File: config.mk
export PLATFORM = sky130hd
export DESIGN_NAME = alu_req_scheduler
export DESIGN_NICKNAME = d
export VERILOG_FILES = /design/src/rtl/alu_sched_pkg.sv /design/src/rtl/alu_rr_arb.sv /design/src/rtl/alu_req_scheduler.sv
export SDC_FILE = /design/constraint.sdc
export NUM_CORES = 1
export LEC_CHECK = 0
export CELL_PAD_IN_SITES_DETAIL_PLACEMENT = 0
export CELL_PAD_IN_SITES_GLOBAL_PLACEMENT = 1
export CORE_UTILIZATION = 31
export CTS_CLUSTER_SIZE = 40
export DETAILED_ROUTE_END_ITERATION = 10
export PLACE_DENSITY = 0.87
export SETUP_SLACK_MARGIN = 0.15
export SYNTH_ARGS = -nofsm -noshare
export SYNTH_HDL_FRONTEND = slang
export SYNTH_SLANG_ARGS = --single-unit
File: constraint.sdc
create_clock -name clk -period 2.83 [get_ports clk]
set_clock_uncertainty 0.2 [all_clocks]
set_input_delay 0.566 -clock clk [delete_from_list [all_inputs] [get_ports clk]]
set_output_delay 0.566 -clock clk [all_outputs]
set_load 0.02 [all_outputs]
File: src/rtl/alu_sched_pkg.sv
// Shared types and widths for the ALU request scheduler.
// Everything here is used by both the scheduler top and its round-robin arbiter.
package alu_sched_pkg;

    localparam int OP_W   = 4;
    localparam int DATA_W = 8;

    typedef enum logic [1:0] {
        IDLE = 2'd0,
        EXEC = 2'd1,
        RESP = 2'd2
    } state_t;

    // A single requester still needs a one-bit id field.
    function automatic int id_width(input int n);
        return (n > 1) ? $clog2(n) : 1;
    endfunction

endpackage

File: src/rtl/alu_rr_arb.sv
// Combinational round-robin arbiter: the search starts just after rr_ptr and wraps.
// Returns a one-hot grant, its encoded index and a valid flag.
module alu_rr_arb
    import alu_sched_pkg::*;
#(
    parameter int NUM_REQ = 2,
    parameter int ID_W    = id_width(NUM_REQ)
) (
    input  logic [NUM_REQ-1:0] req,
    input  logic [ID_W-1:0]    rr_ptr,
    output logic [NUM_REQ-1:0] gnt,
    output logic [ID_W-1:0]    gnt_idx,
    output logic               gnt_vld
);

    // Distance k = 1 is the requester just after the last winner, so it has the highest priority.
    always_comb begin
        gnt     = '0;
        gnt_idx = '0;
        gnt_vld = 1'b0;
        for (int k = 1; k <= NUM_REQ; k++) begin
            for (int i = 0; i < NUM_REQ; i++) begin
                if (!gnt_vld && req[i] && (((int'(rr_ptr) + k) % NUM_REQ) == i)) begin
                    gnt[i]  = 1'b1;
                    gnt_idx = ID_W'(i);
                    gnt_vld = 1'b1;
                end
            end
        end
    end

endmodule

File: src/rtl/alu_req_scheduler.sv
// Time-shares one ALU between NUM_REQ requesters, one operation at a time, and returns
// the captured results on a single response channel tagged with the requester id.
//
//  state | meaning
//  IDLE  | arbitrate; accept the granted request and drive its operands to the ALU
//  EXEC  | count down ALU_LAT edges, then capture all ALU outputs
//  RESP  | hold the response until rsp_ready; no new requests are taken
module alu_req_scheduler
    import alu_sched_pkg::*;
#(
    parameter int NUM_REQ = 2,
    parameter int ALU_LAT = 1,
    parameter int ID_W    = id_width(NUM_REQ)
) (
    input  logic                      clk,
    input  logic                      rst,
    input  logic [NUM_REQ-1:0]        req_valid,
    output logic [NUM_REQ-1:0]        req_ready,
    input  logic [NUM_REQ*OP_W-1:0]   req_op,
    input  logic [NUM_REQ*DATA_W-1:0] req_src1,
    input  logic [NUM_REQ*DATA_W-1:0] req_src2,
    input  logic [NUM_REQ*DATA_W-1:0] req_src3,
    input  logic [NUM_REQ-1:0]        req_cy,
    input  logic [NUM_REQ-1:0]        req_ac,
    input  logic [NUM_REQ-1:0]        req_bit,
    output logic [OP_W-1:0]           alu_op_code,
    output logic [DATA_W-1:0]         alu_src1,
    output logic [DATA_W-1:0]         alu_src2,
    output logic [DATA_W-1:0]         alu_src3,
    output logic                      alu_srcCy,
    output logic                      alu_srcAc,
    output logic                      alu_bit_in,
    input  logic [DATA_W-1:0]         alu_des1,
    input  logic [DATA_W-1:0]         alu_des2,
    input  logic [DATA_W-1:0]         alu_des_acc,
    input  logic [DATA_W-1:0]         alu_sub_result,
    input  logic                      alu_desCy,
    input  logic                      alu_desAc,
    input  logic                      alu_desOv,
    output logic                      rsp_valid,
    input  logic                      rsp_ready,
    output logic [ID_W-1:0]           rsp_id,
    output logic [DATA_W-1:0]         rsp_des1,
    output logic [DATA_W-1:0]         rsp_des2,
    output logic [DATA_W-1:0]         rsp_des_acc,
    output logic [DATA_W-1:0]         rsp_sub_result,
    output logic                      rsp_cy,
    output logic                      rsp_ac,
    output logic                      rsp_ov,
    output logic                      busy
);

    localparam int               CNT_W    = (ALU_LAT > 1) ? $clog2(ALU_LAT) : 1;
    localparam logic [CNT_W-1:0] CNT_LOAD = CNT_W'(ALU_LAT - 1);
    localparam logic [ID_W-1:0]  PTR_RST  = ID_W'(NUM_REQ - 1);

    state_t              state_q, state_d;
    logic [ID_W-1:0]     rr_ptr_q, rr_ptr_d;
    logic [ID_W-1:0]     id_q, id_d;
    logic [CNT_W-1:0]    cnt_q, cnt_d;
    logic [OP_W-1:0]     op_q, op_d;
    logic [DATA_W-1:0]   src1_q, src1_d, src2_q, src2_d, src3_q, src3_d;
    logic                cy_q, cy_d, ac_q, ac_d, bit_q, bit_d;
    logic                rsp_valid_q, rsp_valid_d;
    logic [DATA_W-1:0]   des1_q, des1_d, des2_q, des2_d, acc_q, acc_d, sub_q, sub_d;
    logic                dcy_q, dcy_d, dac_q, dac_d, dov_q, dov_d;

    logic [NUM_REQ-1:0]  gnt;
    logic [ID_W-1:0]     gnt_idx;
    logic                gnt_vld;
    logic [OP_W-1:0]     sel_op;
    logic [DATA_W-1:0]   sel_src1, sel_src2, sel_src3;
    logic                sel_cy, sel_ac, sel_bit;

    alu_rr_arb #(
        .NUM_REQ (NUM_REQ),
        .ID_W    (ID_W)
    ) u_arb (
        .req     (req_valid),
        .rr_ptr  (rr_ptr_q),
        .gnt     (gnt),
        .gnt_idx (gnt_idx),
        .gnt_vld (gnt_vld)
    );

    assign req_ready = (state_q == IDLE) ? gnt : '0;

    // One-hot operand mux driven by the grant; selects nothing when no request is valid.
    always_comb begin
        sel_op   = '0;
        sel_src1 = '0;
        sel_src2 = '0;
        sel_src3 = '0;
        sel_cy   = 1'b0;
        sel_ac   = 1'b0;
        sel_bit  = 1'b0;
        for (int i = 0; i < NUM_REQ; i++) begin
            if (gnt[i]) begin
                sel_op   = req_op[i*OP_W +: OP_W];
                sel_src1 = req_src1[i*DATA_W +: DATA_W];
                sel_src2 = req_src2[i*DATA_W +: DATA_W];
                sel_src3 = req_src3[i*DATA_W +: DATA_W];
                sel_cy   = req_cy[i];
                sel_ac   = req_ac[i];
                sel_bit  = req_bit[i];
            end
        end
    end

    always_comb begin
        state_d     = state_q;
        rr_ptr_d    = rr_ptr_q;
        id_d        = id_q;
        cnt_d       = cnt_q;
        op_d        = op_q;
        src1_d      = src1_q;
        src2_d      = src2_q;
        src3_d      = src3_q;
        cy_d        = cy_q;
        ac_d        = ac_q;
        bit_d       = bit_q;
        rsp_valid_d = rsp_valid_q;
        des1_d      = des1_q;
        des2_d      = des2_q;
        acc_d       = acc_q;
        sub_d       = sub_q;
        dcy_d       = dcy_q;
        dac_d       = dac_q;
        dov_d       = dov_q;
        case (state_q)
            IDLE: begin
                if (gnt_vld) begin
                    op_d     = sel_op;
                    src1_d   = sel_src1;
                    src2_d   = sel_src2;
                    src3_d   = sel_src3;
                    cy_d     = sel_cy;
                    ac_d     = sel_ac;
                    bit_d    = sel_bit;
                    rr_ptr_d = gnt_idx;
                    id_d     = gnt_idx;
                    cnt_d    = CNT_LOAD;
                    state_d  = EXEC;
                end
            end
            EXEC: begin
                // cnt==0 falls on edge E0+ALU_LAT, the first edge the ALU results are valid.
                if (cnt_q == '0) begin
                    des1_d      = alu_des1;
                    des2_d      = alu_des2;
                    acc_d       = alu_des_acc;
                    sub_d       = alu_sub_result;
                    dcy_d       = alu_desCy;
                    dac_d       = alu_desAc;
                    dov_d       = alu_desOv;
                    rsp_valid_d = 1'b1;
                    state_d     = RESP;
                end else begin
                    cnt_d = cnt_q - CNT_W'(1);
                end
            end
            RESP: begin
                if (rsp_ready) begin
                    rsp_valid_d = 1'b0;
                    state_d     = IDLE;
                end
            end
            default: state_d = IDLE;
        endcase
    end

    always_ff @(posedge clk or negedge rst) begin
        if (!rst) begin
            state_q     <= IDLE;
            rr_ptr_q    <= PTR_RST;
            id_q        <= '0;
            cnt_q       <= '0;
            op_q        <= '0;
            src1_q      <= '0;
            src2_q      <= '0;
            src3_q      <= '0;
            cy_q        <= 1'b0;
            ac_q        <= 1'b0;
            bit_q       <= 1'b0;
            rsp_valid_q <= 1'b0;
            des1_q      <= '0;
            des2_q      <= '0;
            acc_q       <= '0;
            sub_q       <= '0;
            dcy_q       <= 1'b0;
            dac_q       <= 1'b0;
            dov_q       <= 1'b0;
        end else begin
            state_q     <= state_d;
            rr_ptr_q    <= rr_ptr_d;
            id_q        <= id_d;
            cnt_q       <= cnt_d;
            op_q        <= op_d;
            src1_q      <= src1_d;
            src2_q      <= src2_d;
            src3_q      <= src3_d;
            cy_q        <= cy_d;
            ac_q        <= ac_d;
            bit_q       <= bit_d;
            rsp_valid_q <= rsp_valid_d;
            des1_q      <= des1_d;
            des2_q      <= des2_d;
            acc_q       <= acc_d;
            sub_q       <= sub_d;
            dcy_q       <= dcy_d;
            dac_q       <= dac_d;
            dov_q       <= dov_d;
        end
    end

    assign alu_op_code    = op_q;
    assign alu_src1       = src1_q;
    assign alu_src2       = src2_q;
    assign alu_src3       = src3_q;
    assign alu_srcCy      = cy_q;
    assign alu_srcAc      = ac_q;
    assign alu_bit_in     = bit_q;
    assign rsp_valid      = rsp_valid_q;
    assign rsp_id         = id_q;
    assign rsp_des1       = des1_q;
    assign rsp_des2       = des2_q;
    assign rsp_des_acc    = acc_q;
    assign rsp_sub_result = sub_q;
    assign rsp_cy         = dcy_q;
    assign rsp_ac         = dac_q;
    assign rsp_ov         = dov_q;
    assign busy           = (state_q != IDLE);

endmodule

# After elaboration in Yosys (flattened, before gate mapping)
# Cells that the tools add are included.
word_totals:
  mem_bits_rw: 0
  output_inout_bits: 71
  latchBits: 0
  regBits: 72
  n_memories: 0
  rom_bits: 0
  in_bits: 102
  word_cells: 87
classes:
  order_cmp: 0
  add_sub_neg: 3
  n_shift: 0
  bitwise: 3
  div_mod_pow: 0
  n_eq_ne: 7
  n_mux: 34
  reduce_logical: 21
  multipliers: 0
op_table:
  columns: ["operator", "count"]
  rows:
  - ["$logic_not A32 Y1", 2]
  - ["$mux W8", 6]
  - ["$mux W1", 19]
  - ["$mux W2", 4]
  - ["$mux W4", 2]
  - ["$logic_and A1 B1 Y1", 7]
  - ["$eq A2 B2 Y1 const B", 3]
  - ["$ne A2 B2 Y1 const B", 3]
  - ["$pmux W2 S3", 1]
  - ["$reduce_and A2 Y1", 3]
  - ["$reduce_and A3 Y1", 2]
  - ["$reduce_bool A2 Y1", 3]
  - ["$pmux W1 S2", 2]
  - ["$logic_not A1 Y1", 3]
  - ["$add A1 B1 Y1 const B", 2]
  - ["$and A1 B1 Y1 const A", 2]
  - ["$eq A2 B1 Y1 const B", 1]
  - ["$logic_not A2 Y1", 1]
  - ["$not A1 Y1", 1]
  - ["$sub A1 B1 Y1 const B", 1]

# Longest topological paths before layout
depth:
  ltp_word: 19
  depth_mapped: 6
  depth_no_buf: 3

# Modules after synthesis
# Synthesis repeated with hierarchy kept, for this count alone.
hier_totals:
  hier_cells: 239
  hier_area_um2: 3083.0
modules_own_cells:
  columns: ["module", "seq_area_each_um2", "area_each_um2", "n_inst", "cells_each"]
  rows:
  - ["alu_req_scheduler", 1778.0, 3050.4, 1, 234]
  - ["alu_rr_arb", 0.0, 32.5, 1, 5]

# Worst setup path after synthesis
# Ideal clock, no wire load.
synth_path:
  path_type: "input port to output port"
  startpoint: "input req_valid[1]"
  endpoint: "output req_ready[1]"
  stages: 4
  t_required_ns: 2.064
  n_path_buf: 2
  path_slack_ns: 0.618
  arrival_ns: 1.446
  cell_sequence: "buf_2 a21boi_2 clkbuf_1 and2_1"
synth_between:
  elab_chain_len: 12
  elab_cells_between_ends: 13
  classes_between: "mux: 5; reduce/logical: 8"
synth_lines:
  columns: ["element", "line", "source"]
  rows:
  - ["start: declaration", "alu_req_scheduler.sv:17", "input logic [NUM_REQ-1:0] req_valid,"]
  - ["$logic_and A1 B1 Y1 (2 in a row)", "alu_rr_arb.sv:23", "if (!gnt_vld && req[i] && (((int'(rr_ptr) + k) % NUM_REQ) == i)) begin"]
  - ["$mux W1", "alu_rr_arb.sv:23", null]
  - ["$logic_not A1 Y1", "alu_rr_arb.sv:23", null]
  - ["$logic_and A1 B1 Y1 (2 in a row)", "alu_rr_arb.sv:23", null]
  - ["$mux W1", "alu_rr_arb.sv:23", null]
  - ["$logic_not A1 Y1", "alu_rr_arb.sv:23", null]
  - ["$logic_and A1 B1 Y1 (2 in a row)", "alu_rr_arb.sv:23", null]
  - ["$mux W1 *", "alu_rr_arb.sv:23", null]
  - ["$mux W2 *", "alu_req_scheduler.sv:86", "assign req_ready = (state_q == IDLE) ? gnt : '0;"]
  - ["end: declaration", "alu_req_scheduler.sv:18", "output logic [NUM_REQ-1:0] req_ready,"]
# Every way passes the cells marked *; elsewhere a longest branch is shown, timed or not.

# Worst setup path after layout
# Ends and elaborated chain as after synthesis.

==> results.json <==
{
  "syn_area_um2": 2930,
  "yosys.cell_types.count": 22,
  "hold_class": "in2async",
  "cts_root_buf": "clkbuf_8",
  "worstPathCellList": "clkdlybuf4s50_1 -> a21boi_2 -> and2_1 -> dlygate4sd2_1",
  "worstMarginPinSlew_ps": 875,
  "hold_violations": 0,
  "num_antenna_cells": 0,
  "path_class": "in2out",
  "pin_count": 173,
  "max_freq_ghz": 0.392,
  "worstPathRequired_ps": 2060,
  "drc": 0,
  "slew_headroom_pct": 41.7,
  "crit_family": "buffers and inverters",
  "clock_path_buffers": 2,
  "clkLatencyLatePin_ps": 330,
  "ant_nets": 0,
  "ys_seq_elements": 71,
  "cts_max_level": 3,
  "rsz0062_at_grt": "false",
  "setup_viol": 0,
  "min_period_ps": 2550,
  "die-area_um2": 9850,
  "cp_max_fo": 4,
  "use_met1_pct": 18.7,
  "place.gp.congestion": 0.662,
  "vias": 2464,
  "max_stage_delay_ps": 530,
  "setup_slack_ps": 277,
  "leakage_nw": 2.15,
  "place_inst": 479,
  "final_nets": 481,
  "preCtsSetupSlack_ps": -9.61,
  "end_kind": "output pin",
  "synth_top_area_share_pct": 59.8,
  "initial_core_util_pct": 31.9,
  "grt_pass1_wl_um": 12400,
  "grt_max_degree": 72,
  "peakVddDrop_mv": 0.542,
  "fin_crit_sh_pct": 90.2,
  "clk_pin_slew_ps": 80,
  "drt_iter0_drc": 87,
  "coreArea_um2": 9200,
  "avgSynthCellArea_um2": 14.4,
  "synth_area_leader_cell": "dfrtp_1",
  "power.density_nw_per_um2": 1160,
  "antenna_found_initial": 0,
  "wl_per_cell_um": 16.0,
  "worstPathArrival_ps": 1790,
  "synth.top_cells.by_area": "dfrtp_1 60%, mux2_2 13%, a221o_1 11%",
  "crit_slowest_cell": "clkdlybuf4s50_1",
  "yosys_warnings": 0,
  "grtUsageMet2_pct": 27.6,
  "power_w": 0.00579,
  "cts_buffers": 9,
  "drive_above_1_share_pct": 17.2,
  "max-cap-violations": 0,
  "post-cts-setup-buffers": 0,
  "cp_num_buf_inv": 2,
  "die_h_um": 99.2,
  "fin_cells": 495,
  "synth_fp_nets": 306,
  "grt_pass1_vias": 2490,
  "cts_sinks": 71,
  "drv_slew": 0,
  "wirelength_um": 7940,
  "fin_util_pct": 54.4,
  "use_met3_pct": 7.17,
  "overflow": 0,
  "run_status": "finished, final reports clean",
  "dpl.hpwl_um": 5770,
  "syn_inst": 204,
  "grt_usage_pct": 16.4,
  "yosysSeqAreaShare_pct": 60.6,
  "drt_pass1_iterations": 4,
  "fp.dieW_um": 99.2,
  "rows": 35,
  "grt.busiest_layer": "met2",
  "via_per_inst": 4.98,
  "critPathLaunchType": "input port",
  "cts_tree": "built",
  "io_buffers": 172,
  "area_growth_pct": 70.6
}
==> area by class of cell <==
class / count / area [um2]
flip-flops and latches: 71 / 1780
clock inverters: 6 / 109
well taps: 111 / 139
fillers: 805 / 4190
multi-input cells: 112 / 1030
clock buffers: 10 / 128
inverters: 3 / 11.3
repair buffers: 182 / 1800
==> cells by family (layout without fill, tap and decap cells) <==
| logic type | Yosys count | count (layout) | synth area share [%] |
|---|---|---|---|
| compound gates | 38 | 38 | 12.2 |
| buf+inv | 21 | 201 | 4.31 |
| flops | 71 | 71 | 60.6 |
| mux | 35 | 35 | 13.4 |
| simple gates | 39 | 39 | 9.35 |
==> per-stage QoR <==
step	hold slack, ps	cell area (um2)	TNS, ps
detailed placement	273	4770	-9.61
CTS	168	5000	0
finish	145	5000	0
global route	196	5000	0
global placement	262	4770	0
floorplan	70.4	2930	0
==> what timing repair did <==
| item | CTS | global route |
|---|---|---|
| resized for setup | 2 | 0 |
| endpoints found under the setup margin | 2 | 0 |
| hold buffers | 0 | 0 |
==> worst paths after layout <==
check / start / end / slack, ps / cells past startpoint
worst max-delay path: req_valid[1] / req_ready[1] / 280 / 4
worst min-delay path: rst / rsp_des_acc[3] / 150 / 1
worst max register to register: state_q[1] / alu_src3[4] / 1040 / 5
worst min register to register: rsp_id / rsp_id / 280 / 1
max in group asynchronous: rst / alu_src3[6] / 1720 / 1
min in group clk: rsp_id / rsp_id / 280 / 1
==> routing by layer <==
| metal | part of all wire (%) | up-vias |
|---|---|---|
| met4 | 1.1 | 0 |
| li1 | - | 1141 |
| met5 | 0 | - |
| met3 | 9.4 | 8 |
| met1 | 43 | 1189 |
| met2 | 46 | 126 |
==> worst register-to-register path, stage by stage, from the launching register on <==
cell and delay, ps:
dfrtp_1 420, nor2_2 180, buf_4 210, o21ai_2 160, buf_12 200, a221o_1 310
==> layout by cell type (no fill, tap or decap), types with 2 or more instances in the layout <==
cell	Yosys	layout
clkinv_2	0	2
a21o_1	3	3
inv_1	3	3
nor2_1	2	2
and4_1	15	15
clkdlybuf4s50_1	0	169
and3_1	17	17
a221o_1	31	31
bufinv_16	0	3
mux2_2	35	35
clkbuf_8	0	9
buf_4	3	10
dfrtp_1	70	70
dlygate4sd2_1	0	2
==> where the power goes <==
| part | switching, W | internal [W] |
|---|---|---|
| sequential | 0.000282 | 0.00154 |
| clock | 0.000374 | 0.000584 |
| combinational | 0.00140 | 0.00161 |
| total | 0.00206 | 0.00373 |
==> synthesized netlist by cell type <==
master and instances:
a21oi_1 1, nor2b_1 1, mux2_2 35, a21o_1 3
a21boi_2 1, a221o_1 31, nand2_1 1, buf_4 3
o21ai_0 1, and3_1 17, dfstp_2 1, buf_6 4
inv_1 3, clkbuf_1 6, nor2_1 2, nor2_2 1
and4_1 15, buf_2 5, o21ai_1 1, nand2b_1 1
dfrtp_1 70, and2_1 1
==> sequential cells by signal, summed over array words and instances (netlist names), 2 cells and up <==
register / flops
alu_op_code: 4
alu_src1: 8
alu_src2: 8
alu_src3: 8
rsp_des1: 8
rsp_des2: 8
rsp_des_acc: 8
rsp_sub_result: 8
state_q: 2
No activity file was read; power rests on OpenSTA's default activity.
==> edit 1 (same flow settings) <==
Reset style: synchronous (`rst`), changed in one clocked block.
--- a/src/rtl/alu_req_scheduler.sv
+++ b/src/rtl/alu_req_scheduler.sv
@@ -169,7 +169,7 @@
         endcase
     end
 
-    always_ff @(posedge clk or negedge rst) begin
+    always_ff @(posedge clk) begin
         if (!rst) begin
             state_q     <= IDLE;
             rr_ptr_q    <= PTR_RST;
Behaviour: differs if rst is asserted again (counterexample within 4 cycles, from zero or initial values and one cycle with rst low); with rst held inactive, the same outputs for 4 cycles.
==> edit 1 against the unedited design <==
Final area down 2.9%; highest routed layer unchanged; sequential cell count unchanged; die area down 2.5%; the run now ends with DRC left; worst setup slack got worse by 0.00053 ns; routed wire length is 12% higher; area after synthesis decreased by 2.6%; cell count rose by 21%.
Power is not compared: it rests on default switching activity, and its combinational part moved more than twofold at a synthesized area within 25%.
==> edit 1: results (changes against the unedited design) <==
cp_slowest_stage_delay_ns: 0.48  # -0.05 ns
maxSlewHeadroom_pct: 73.1  # +31 points
fin_util_pct: 55.2  # +0.79 points
postCtsSetupRepairBufs: 0  # unchanged
post_synth_num_cell_types: 24  # +9.1%
stdcell_count: 601  # +21%
dp_hpwl_um: 6200  # +7.5%
synthFlopType: "dfxtp_1"
synth_common_cells: "nand2_1 (102), dfxtp_1 (71), a21boi_0 (35), nor3_1 (31), a221o_2 (20)"
fillers: 830  # +3.1%
grt_pass1_wl_um: 14100  # +14%
num_vias: 2928  # +19%
grt_max_degree: 36  # -50%
rr_endpoint: "alu_src3[0]"
final_net_count: 591  # +23%
track_usage_pct: 18.5  # +2.1 points
synthTopCellsByArea: "dfxtp_1 (50%), nand2_1 (13%), a21boi_0 (9.2%)"
p_total_mw: 2.63
drive_gt1_share_pct: 11.0  # -6.2 points
async_flop_share_pct: 0  # -100 points
regToRegSetupSlack_ns: 1.01  # -0.03 ns
final.period_utilization_pct: 90.2  # about the same
mappedNetlistNets: 425  # +39%
reg2reg_from: "state_q[1]"
violations: "DRC"
initialDrtViolationCount: 82  # -5.7%
syn_avg_cell_area_um2: 8.84  # -38%
drc: 5  # +5
leakage_nw: 1.80
crit_path_max_fanout: 2  # -2
cts-root-buf: "clkbuf_8"
dpl_cell_area_um2: 4670  # -2.0%
dr.pass1.iters: 7  # +3
hold_class: "register to register"
yosysSeqAreaShare_pct: 49.8  # -11 points
routedWlPerCell_um: 14.8  # -7.5%
outcome: "finished, violations left"
place.gp.congestion: 0.747  # +13%
pre_cts_ws_ns: -0.154  # -0.144 ns
==> edit 1: cell types whose count changed after synthesis, moves of 17 or more <==
| cell | delta |
|---|---|
| nand2_1 | +101 |
| dfxtp_1 | +71 |
| dfrtp_1 | -70 |
| a21boi_0 | +35 |
| mux2_2 | -35 |
| nor3_1 | +31 |
| a221o_1 | -20 |
| a221o_2 | +20 |
| and3_1 | -17 |
==> edit 1: layout make-up <==
cell class / count / share of cell area [%]
clock buffer: 10 / 2.83
clock inverter: 5 / 1.21
multi-input combinational: 221 / 26.5
timing repair buffer: 185 / 37.4
sequential: 71 / 29.2
inverter: 1 / 0.0772
tap: 108 / 2.78
==> edit 1: worst min path at each step <==
stage | startpoint | slack [ns] | cells after the start | end
4_1_cts | rsp_des2[3] | 0.27 | 2 | rsp_des2[3]
2_1_floorplan | state_q[1] | 0.27 | 1 | rsp_valid
6_report | rsp_des2[3] | 0.26 | 2 | rsp_des2[3]
3_3_place_gp | rsp_des1[3] | 0.25 | 2 | rsp_des1[3]
3_5_place_dp | rsp_sub_result[4] | 0.26 | 2 | rsp_sub_result[4]
5_1_grt | rsp_sub_result[4] | 0.28 | 2 | rsp_sub_result[4]
==> edit 1: worst max-delay path: cells and delay by family <==
kind	cells	cell delay, ns
buffers and inverters	2	0.69
AND/OR/NAND/NOR	2	0.54
==> edit 1: cell families after synthesis <==
family	synth area share, %
and+or+nand+nor	22.5
AOI/OAI and AO/OA	22.4
DFF	49.8
buffers and inverters	5.30
==> edit 1: per-layer routing <==
layer  part of all wire, %  vias to the layer above  GRT usage, %  routed length, um
met5                     0                        -             0                  0
met4                   2.4                        0          8.86                214
met3                   4.8                       15          4.44                429
met2                    51                       85          32.3               4530
met1                    42                     1374          21.2               3750
li1                      -                     1454             -                  -
==> edit 2 (same flow settings) <==
Made on the original files. The package constant `DATA_W` goes from 8 to 6.
--- a/src/rtl/alu_sched_pkg.sv
+++ b/src/rtl/alu_sched_pkg.sv
@@ -3,7 +3,7 @@
 package alu_sched_pkg;
 
     localparam int OP_W   = 4;
-    localparam int DATA_W = 8;
+    localparam int DATA_W = 6;
 
     typedef enum logic [1:0] {
         IDLE = 2'd0,
Interface: changed (14 resized); port bits go from 173 to 139. No check against the original RTL was run, so the function may have changed too.
==> edit 2 against the unedited design <==
Area after synthesis fell by 19%; non-clock buffer count fell by 35; power fell by 19%; sequential share of layout area fell by 0.56 points; sequential cell count fell by 14; final area fell by 18%; routed wire length fell by 22%; worst setup slack improved by 0.0018 ns; highest routed layer unchanged.
==> edit 2: results (changes against the unedited design) <==
dp_hpwl_um: 4540  # -21%
synthTopCellsByArea: "dfrtp_1 (59%), mux2_2 (13%), a221o_1 (11%)"
htreeDepth: 3  # unchanged
regToRegSetupSlack_ns: 0.99  # -0.05 ns
place.gp.congestion: 0.662  # -0.12%
async_flop_share_pct: 100  # unchanged
grt_pass1_vias: 1973  # -21%
mappedNetlistNets: 248  # -19%
clock_path_buffers: 2  # unchanged
postCtsSetupRepairBufs: 0  # unchanged
grt_pass1_wl_um: 9600  # -23%
maxSlewHeadroom_pct: 56.9  # +15 points
reg2reg_from: "state_q[1]"
synth_common_cells: "dfrtp_1 (56), mux2_2 (27), a221o_1 (25), and3_1 (12), and4_1 (12)"
synth_top_cell_area_share_pct: 59.0  # -0.74 points
grt_max_degree: 31  # -57%
seqCellArea_um2: 1430  # -20%
final_net_count: 392  # -19%
post_synth_num_cell_types: 24  # +9.1%
cts_buffers: 9  # unchanged
clk_pin_slew_ns: 0.06  # -0.02 ns
routed_via_density: 4.86  # -2.4%
fillers: 634  # -21%
outcome: "complete, no violations"
yosysSeqAreaShare_pct: 60.1  # -0.53 points
rr_endpoint: "alu_src2[4]"
drive_gt1_share_pct: 18.8  # +1.6 points
endpoint: "busy"
initialDrtViolationCount: 70  # -20%
cts-root-buf: "clkbuf_8"
clk_latency_ns: 0.32
routedWlPerCell_um: 15.1  # -6.2%
leakage_nw: 1.76  # -18%
crit_path_max_fanout: 27  # +23
peakVddDrop_mv: 0.517  # -4.5%
critPathKind: "register to output port"
tns_ns: 0  # unchanged
yosys_warnings: 0  # unchanged
hold_slack_ns: 0.0652  # -0.0802 ns
track_usage_pct: 16.3  # -0.16 points
io_buffers: 138  # -20%
## edit 2: worst max-delay path, cell delays in order, from the launching register on
cell and delay, ns:
dfrtp_1 0.42, nor2_2 0.22, buf_6 0.24, inv_1 0.06, clkdlybuf4s50_1 0.53
## edit 2: worst min path at each step
| stage | to | cells past startpoint |
|---|---|---|
| 6_report | rsp_des1[4] | 1 |
| 4_1_cts | rsp_des1[4] | 1 |
| 2_1_floorplan | alu_bit_in | 0 |
| 3_5_place_dp | rsp_id | 1 |
| 3_3_place_gp | rsp_id | 1 |
| 5_1_grt | rsp_des1[4] | 1 |
## edit 2: per-stage QoR
step / setup slack (ns) / total power [mW] / cell area (um^2) / instances / util [%]
floorplan: 0.833 / 2.79 / 2370 / 166 / -
global placement: 0.0395 / 3.87 / 3860 / 398 / 52.7
detailed placement: 0.0184 / 3.92 / 3860 / 398 / 52.7
CTS: 0.183 / 4.73 / 4080 / 413 / 55.6
global route: 0.172 / 4.97 / 4080 / 413 / 55.7
finish: 0.279 / 4.67 / 4080 / 413 / 55.7
## edit 2: metal layers
metal | vias up | routed length (um) | global-route usage [%]
met1 | 965 | 2720 | 19.9
met2 | 95 | 2800 | 25.3
met3 | 12 | 591 | 6.56
li1 | 935 | - | -
met5 | - | 0 | 0
met4 | 0 | 110 | 7.36
## edit 2: logic make-up after synthesis
| family | count (synthesis) | share of synthesized area (%) |
|---|---|---|
| flip-flops | 57 | 60.1 |
| AND/OR/NAND/NOR | 33 | 9.91 |
| AO/OA/AOI/OAI | 32 | 12.7 |
| multiplexers | 27 | 12.8 |
| buffers and inverters | 17 | 4.43 |
## edit 2: what timing repair did
action	in CTS	in global routing
gates resized for setup	3	1
setup endpoints to repair	3	1
pin swaps	0	0
## edit 2: final cells by class
type                    count  share of cell area (%)
repair buffers            147                    35.7
inverters                   3                   0.276
flip-flops and latches     57                    35.0
clock buffers              13                    4.38
well taps                  99                    3.03
clock inverters             2                   0.858
multi-input cells          92                    20.8
## edit 2: where the power goes
group	internal, mW	leakage, nW	switching [mW]
clock network	0.496	0.112	0.299
registers	1.24	0.684	0.230
logic	1.29	0.960	1.12
